[src/rtl/child_bank.sv]
// child_bank: multi-channel capture bank with saturating per-lane event counts
// and a single-outstanding read port that returns and clears one lane.
// Optional feature macro: CHILD_BANK_MASK_EN adds the ch_mask per-lane enable port.
module child_bank #(
  parameter int unsigned WIDTH    = 8,
  parameter int unsigned CHANNELS = 4,
  parameter int unsigned CNT_W    = 8,
  localparam int unsigned SEL_W   = (CHANNELS > 1) ? $clog2(CHANNELS) : 1
) (
  input  logic                      clk,
  input  logic                      rst,
  input  logic [CHANNELS*WIDTH-1:0] a,
  input  logic [CHANNELS-1:0]       a_valid,
`ifdef CHILD_BANK_MASK_EN
  input  logic [CHANNELS-1:0]       ch_mask,
`endif
  input  logic                      rd_req,
  input  logic [SEL_W-1:0]          rd_sel,
  output logic                      rd_ack,
  output logic [WIDTH-1:0]          rd_data,
  output logic [CNT_W-1:0]          rd_count,
  output logic                      rd_ovf
);

  typedef enum logic [0:0] {StIdle, StResp} state_e;

  state_e              state_q, state_d;
  logic                accept;
  logic [CHANNELS-1:0] lane_en;
  logic [CHANNELS-1:0] clr;

  logic [WIDTH-1:0]    hold_q [CHANNELS];
  logic [WIDTH-1:0]    hold_d [CHANNELS];
  logic [CNT_W-1:0]    cnt_q  [CHANNELS];
  logic [CNT_W-1:0]    cnt_d  [CHANNELS];
  logic [CHANNELS-1:0] ovf_q, ovf_d;

  logic [WIDTH-1:0]    sel_data;
  logic [CNT_W-1:0]    sel_cnt;
  logic                sel_ovf;

  logic [WIDTH-1:0]    rd_data_q;
  logic [CNT_W-1:0]    rd_count_q;
  logic                rd_ovf_q;

`ifdef CHILD_BANK_MASK_EN
  assign lane_en = a_valid & ch_mask;
`else
  assign lane_en = a_valid;
`endif

  // Read FSM next state; a request is only accepted from idle
  always_comb begin
    state_d = state_q;
    accept  = 1'b0;
    unique case (state_q)
      StIdle: begin
        if (rd_req) begin
          accept  = 1'b1;
          state_d = StResp;
        end
      end
      StResp:  state_d = StIdle;
      default: state_d = StIdle;
    endcase
  end

  // Select mux over pre-update lane state; out-of-range selects yield zeros and clear nothing
  always_comb begin
    clr      = '0;
    sel_data = '0;
    sel_cnt  = '0;
    sel_ovf  = 1'b0;
    for (int unsigned i = 0; i < CHANNELS; i++) begin
      if (rd_sel == SEL_W'(i)) begin
        clr[i]   = accept;
        sel_data = hold_q[i];
        sel_cnt  = cnt_q[i];
        sel_ovf  = ovf_q[i];
      end
    end
  end

  // Per-lane capture, saturating count and read-clear (a same-cycle capture counts as 1)
  always_comb begin
    ovf_d = ovf_q;
    for (int unsigned i = 0; i < CHANNELS; i++) begin
      hold_d[i] = hold_q[i];
      cnt_d[i]  = cnt_q[i];
      if (lane_en[i]) hold_d[i] = a[i*WIDTH +: WIDTH];
      if (clr[i]) begin
        cnt_d[i] = lane_en[i] ? CNT_W'(1) : '0;
        ovf_d[i] = 1'b0;
      end else if (lane_en[i]) begin
        if (&cnt_q[i]) ovf_d[i] = 1'b1;
        else           cnt_d[i] = cnt_q[i] + CNT_W'(1);
      end
    end
  end

  // Lane state registers
  always_ff @(posedge clk or posedge rst) begin
    if (rst) begin
      for (int unsigned i = 0; i < CHANNELS; i++) begin
        hold_q[i] <= '0;
        cnt_q[i]  <= '0;
      end
      ovf_q <= '0;
    end else begin
      hold_q <= hold_d;
      cnt_q  <= cnt_d;
      ovf_q  <= ovf_d;
    end
  end

  // FSM state and read response registers; response values persist until the next accept
  always_ff @(posedge clk or posedge rst) begin
    if (rst) begin
      state_q    <= StIdle;
      rd_data_q  <= '0;
      rd_count_q <= '0;
      rd_ovf_q   <= 1'b0;
    end else begin
      state_q <= state_d;
      if (accept) begin
        rd_data_q  <= sel_data;
        rd_count_q <= sel_cnt;
        rd_ovf_q   <= sel_ovf;
      end
    end
  end

  assign rd_ack   = (state_q == StResp);
  assign rd_data  = rd_data_q;
  assign rd_count = rd_count_q;
  assign rd_ovf   = rd_ovf_q;

endmodule

[config.mk]
export PLATFORM = sky130hd
export DESIGN_NAME = child_bank
export DESIGN_NICKNAME = d
export VERILOG_FILES = /design/src/rtl/child_bank.sv
export SDC_FILE = /design/constraint.sdc
export NUM_CORES = 1
export LEC_CHECK = 0
export CELL_PAD_IN_SITES_DETAIL_PLACEMENT = 0
export CELL_PAD_IN_SITES_GLOBAL_PLACEMENT = 1
export CORE_MARGIN = 8
export CORE_UTILIZATION = 39
export CTS_CLUSTER_SIZE = 10
export DETAILED_ROUTE_END_ITERATION = 10
export PLACE_DENSITY_LB_ADDON = 0.1
export REMOVE_ABC_BUFFERS = 1
export SETUP_SLACK_MARGIN = 0.1
export SYNTH_ARGS = -nofsm -noshare
export SYNTH_HDL_FRONTEND = slang
export SYNTH_SLANG_ARGS = --single-unit
[constraint.sdc]
create_clock -name clk -period 2.5 [get_ports clk]
set_clock_uncertainty 0.2 [all_clocks]
set_input_delay 0.375 -clock clk [delete_from_list [all_inputs] [get_ports clk]]
set_output_delay 0.375 -clock clk [all_outputs]
set_load 0.005 [all_outputs]
==> impl_metrics.prom <==
# TYPE chip_impl_metric gauge
chip_impl_metric{name="htree_levels",unit=""} 3
chip_impl_metric{name="post_cts.resized_instances",unit=""} 0
chip_impl_metric{name="global_route.usage.met2",unit="%"} 24.3
chip_impl_metric{name="synth_cells",unit=""} 369
chip_impl_metric{name="cts_buffers",unit=""} 9
chip_impl_metric{name="initial_utilization",unit="%"} 40.3
chip_impl_metric{name="final-max-slew-violation-count",unit=""} 0
chip_impl_metric{name="diodes",unit=""} 0
chip_impl_metric{name="post_route_clock_period_utilization",unit="%"} 82.1
chip_impl_metric{name="drtAntennaViolNets",unit=""} 0
chip_impl_metric{name="worst_r2r_path_depth",unit=""} 5
chip_impl_metric{name="routed_wire_length_per_instance",unit="um"} 17.8
chip_impl_metric{name="post_synth_edffs",unit=""} 0
chip_impl_info{name="synth_area_leaders",value="sky130_fd_sc_hd__dfrtp_1, sky130_fd_sc_hd__mux2_2, sky130_fd_sc_hd__mux4_2, sky130_fd_sc_hd__nand2_1, sky130_fd_sc_hd__a21oi_1"} 1
chip_impl_metric{name="post-route-cell-area",unit="sq um"} 5150
chip_impl_info{name="timing.rr.end",value="cnt_q[0]"} 1
chip_impl_metric{name="synth_seq_cells",unit=""} 86
chip_impl_metric{name="cts_buffer_depth",unit=""} 2
chip_impl_metric{name="route.detailed.drc",unit=""} 0
chip_impl_metric{name="cp.arrival",unit="ns"} 2.07
chip_impl_metric{name="r2r_slack",unit="ns"} 0.45
chip_impl_metric{name="synthesis.area_per_instance",unit="sq um"} 11.3
chip_impl_metric{name="power_density",unit="nW/um^2"} 717
chip_impl_metric{name="clock_transition_at_the_registers_of_the_reported_paths",unit="ns"} 0.09
chip_impl_metric{name="detailedPlacementHpwl",unit="um"} 7600
chip_impl_metric{name="worst_supply_voltage_drop_on_vdd",unit="mV"} 0.299
chip_impl_metric{name="groute.layer.met3.usage",unit="%"} 3.35
chip_impl_info{name="setup.worst_path.start",value="rd_req"} 1
chip_impl_info{name="grt_setup_unrepaired",value="no"} 1
chip_impl_info{name="cts_tree",value="done"} 1
chip_impl_metric{name="route.detailed.vias_per_inst",unit=""} 5.27
chip_impl_info{name="synth_top_cell_by_area",value="sky130_fd_sc_hd__dfrtp_1"} 1
chip_impl_info{name="critical_path.reg2reg.startpoint",value="rd_ack"} 1
chip_impl_info{name="dominantRegCellSynth",value="sky130_fd_sc_hd__dfrtp_1"} 1
chip_impl_metric{name="routabilityCongestion",unit=""} 0.817
chip_impl_info{name="cp-endpoint",value="cnt_q[0]"} 1
chip_impl_metric{name="cts.hold.buffers_added",unit=""} 0
chip_impl_metric{name="yosysWarningCount",unit=""} 0
chip_impl_metric{name="drt_first_pass_iters",unit=""} 4
chip_impl_metric{name="core.rowCount",unit=""} 37
chip_impl_metric{name="min_period",unit="ns"} 2.05
chip_impl_metric{name="synth_cell_type_count",unit=""} 48
chip_impl_metric{name="first_global_vias",unit=""} 3239
chip_impl_info{name="outcome",value="completed"} 1
chip_impl_metric{name="drive_gt1_share",unit="%"} 19.4
chip_impl_metric{name="synthArstFlopShare",unit="%"} 100
chip_impl_metric{name="synth.yosys.seq_area_share",unit="%"} 51.8
chip_impl_metric{name="netlist_area_before_placement",unit="sq um"} 4160
chip_impl_metric{name="cts_sink_count",unit=""} 86
chip_impl_metric{name="pin_count_of_the_biggest_net_entering_global_routing",unit=""} 45
chip_impl_metric{name="timing_hold_violations_final",unit=""} 0
chip_impl_metric{name="fp.dieArea",unit="sq um"} 14200
chip_impl_metric{name="critical_path_peak_fanout",unit=""} 11
chip_impl_metric{name="detailroute.via_count",unit=""} 3033
chip_impl_metric{name="synthDominantCellAreaShare",unit="%"} 51.8
chip_impl_info{name="synthMostInstantiatedCell",value="sky130_fd_sc_hd__dfrtp_1"} 1
chip_impl_info{name="hp-class",value="in -> async"} 1
chip_impl_metric{name="placed_area",unit="sq um"} 4950
chip_impl_metric{name="grt_antenna_before_repair",unit=""} 0
chip_impl_info{name="setup.worst_path.class",value="in -> reg"} 1
chip_impl_metric{name="io_pins",unit=""} 59
chip_impl_metric{name="grt_remaining_overflow",unit=""} 0
chip_impl_metric{name="syn_to_final_growth",unit="%"} 24.0
chip_impl_metric{name="placeableCoreArea",unit="sq um"} 10300
chip_impl_info{name="yosys-top-cells-count",value="sky130_fd_sc_hd__dfrtp_1, sky130_fd_sc_hd__nand2_1, sky130_fd_sc_hd__mux2_2, sky130_fd_sc_hd__nor2_1, sky130_fd_sc_hd__a21oi_1"} 1
chip_impl_metric{name="final_core_utilization",unit="%"} 49.9
chip_impl_metric{name="worst-endpoint-required",unit="ns"} 2.51
chip_impl_info{name="timing.critical_path.from_type",value="input pin"} 1
chip_impl_metric{name="port_buffers",unit=""} 58
chip_impl_metric{name="globalRouteMet1Util",unit="%"} 19.9
chip_impl_metric{name="post_cts.repair.setup_buffers",unit=""} 0
chip_impl_metric{name="first_iter_violations",unit=""} 167
chip_impl_metric{name="report.final.setup_viol",unit=""} 0
chip_impl_info{name="global_route.peak_usage_layer",value="met2"} 1
chip_impl_metric{name="postRouteWirelength",unit="um"} 10300
chip_impl_metric{name="leak_pwr",unit="nW"} 2.18
chip_impl_info{name="clk_root_buffer_cell",value="sky130_fd_sc_hd__clkbuf_8"} 1
chip_impl_metric{name="worstMarginPinSlew",unit="ns"} 0.544
chip_impl_metric{name="global_route_wire_length_before_repair",unit="um"} 17100
chip_impl_metric{name="worstSkewPairLatency",unit="ns"} 0.35
chip_impl_metric{name="clock.fmax",unit="MHz"} 487
chip_impl_metric{name="maxCapViolations",unit=""} 0
chip_impl_metric{name="die_extent_in_y",unit="um"} 119
chip_impl_metric{name="grt.total_usage",unit="%"} 15.1
chip_impl_metric{name="dieWidth",unit="um"} 119
chip_impl_info{name="critical_path.endpoint_type",value="flop"} 1
chip_impl_metric{name="fin_nets",unit=""} 479
chip_impl_metric{name="timing.slew.headroom",unit="%"} 63.8
-- routing by layer --
layer	vias to the layer above	share of wire, %
met4	0	1.1
met3	10	4.5
met5	-	0
met2	51	46
met1	1488	48
li1	1484	-
-- where the power goes --
group | internal (W) | switching [W]
logic | 0.000450 | 0.000327
registers | 0.00163 | 0.000281
clock network | 0.000517 | 0.000492
-- how the worst min path moves through the flow --
stage / start / end / slack (ns) / depth (start not counted)
floorplan: ovf_q[3] / ovf_q[3] / 0.26 / 2
global placement: rd_data[2] / rd_data[2] / 0.26 / 2
detailed placement: rd_count[4] / rd_count[4] / 0.26 / 2
CTS: rst / hold_q[24] / 0.14 / 2
global route: rst / hold_q[24] / 0.17 / 2
finish: rst / hold_q[24] / 0.13 / 2
-- cells by family after synthesis --
group,after synthesis,synth area share (%)
compound gates,67,9.66
xor+xnor,3,0.632
fa+ha+maj,4,1.20
buf+inv,24,3.07
flops,86,51.8
mux,54,17.5
simple gates,131,16.1
-- area by class of cell --
type / count / area (sq um)
inverters: 6 / 23.8
repair buffers: 72 / 723
multi-input cells: 259 / 1880
clock inverters: 5 / 57.6
fillers: 947 / 5170
well taps: 136 / 170
flip-flops and latches: 86 / 2150
clock buffers: 11 / 151
-- state kept, by name (all words and copies together) (netlist names) --
name      flops
cnt_q        32
rd_data       8
rd_ovf        1
hold_q       32
rd_ack        1
ovf_q         4
rd_count      8
-- metrics by stage --
stage	power [W]	worst slack, ns	std cells	setup TNS [ns]	hold slack [ns]
5_1_grt	0.00393	0.257	575	0	0.168
2_1_floorplan	0.00230	-0.297	351	-25.53	0.257
3_5_place_dp	0.00273	0.0660	559	0	0.262
4_1_cts	0.00375	0.421	575	0	0.137
3_3_place_gp	0.00272	0.104	559	0	0.261
6_report	0.00370	0.447	575	0	0.131
-- cells in the final DEF (no fill, tap or decap), types with 8 or more instances in the layout --
| cell | count |
|---|---|
| sky130_fd_sc_hd__a21oi_1 | 18 |
| sky130_fd_sc_hd__a31oi_1 | 10 |
| sky130_fd_sc_hd__buf_4 | 11 |
| sky130_fd_sc_hd__clkbuf_8 | 11 |
| sky130_fd_sc_hd__clkdlybuf4s50_1 | 58 |
| sky130_fd_sc_hd__dfrtp_1 | 86 |
| sky130_fd_sc_hd__mux2_2 | 38 |
| sky130_fd_sc_hd__mux4_2 | 10 |
| sky130_fd_sc_hd__nand2_1 | 47 |
| sky130_fd_sc_hd__nand3_1 | 17 |
| sky130_fd_sc_hd__nor2_1 | 20 |
| sky130_fd_sc_hd__nor3_1 | 8 |
| sky130_fd_sc_hd__o21ai_0 | 13 |
| sky130_fd_sc_hd__o22ai_1 | 12 |
-- worst max-delay path, cell delays in order --
cell and delay [ns]:
sky130_fd_sc_hd__clkdlybuf4s50_1 0.45, sky130_fd_sc_hd__nand2b_1 0.30, sky130_fd_sc_hd__inv_2 0.25, sky130_fd_sc_hd__nand3_1 0.37, sky130_fd_sc_hd__a21oi_1 0.26, sky130_fd_sc_hd__a21oi_1 0.05
Power figures use the tool's default switching activity.
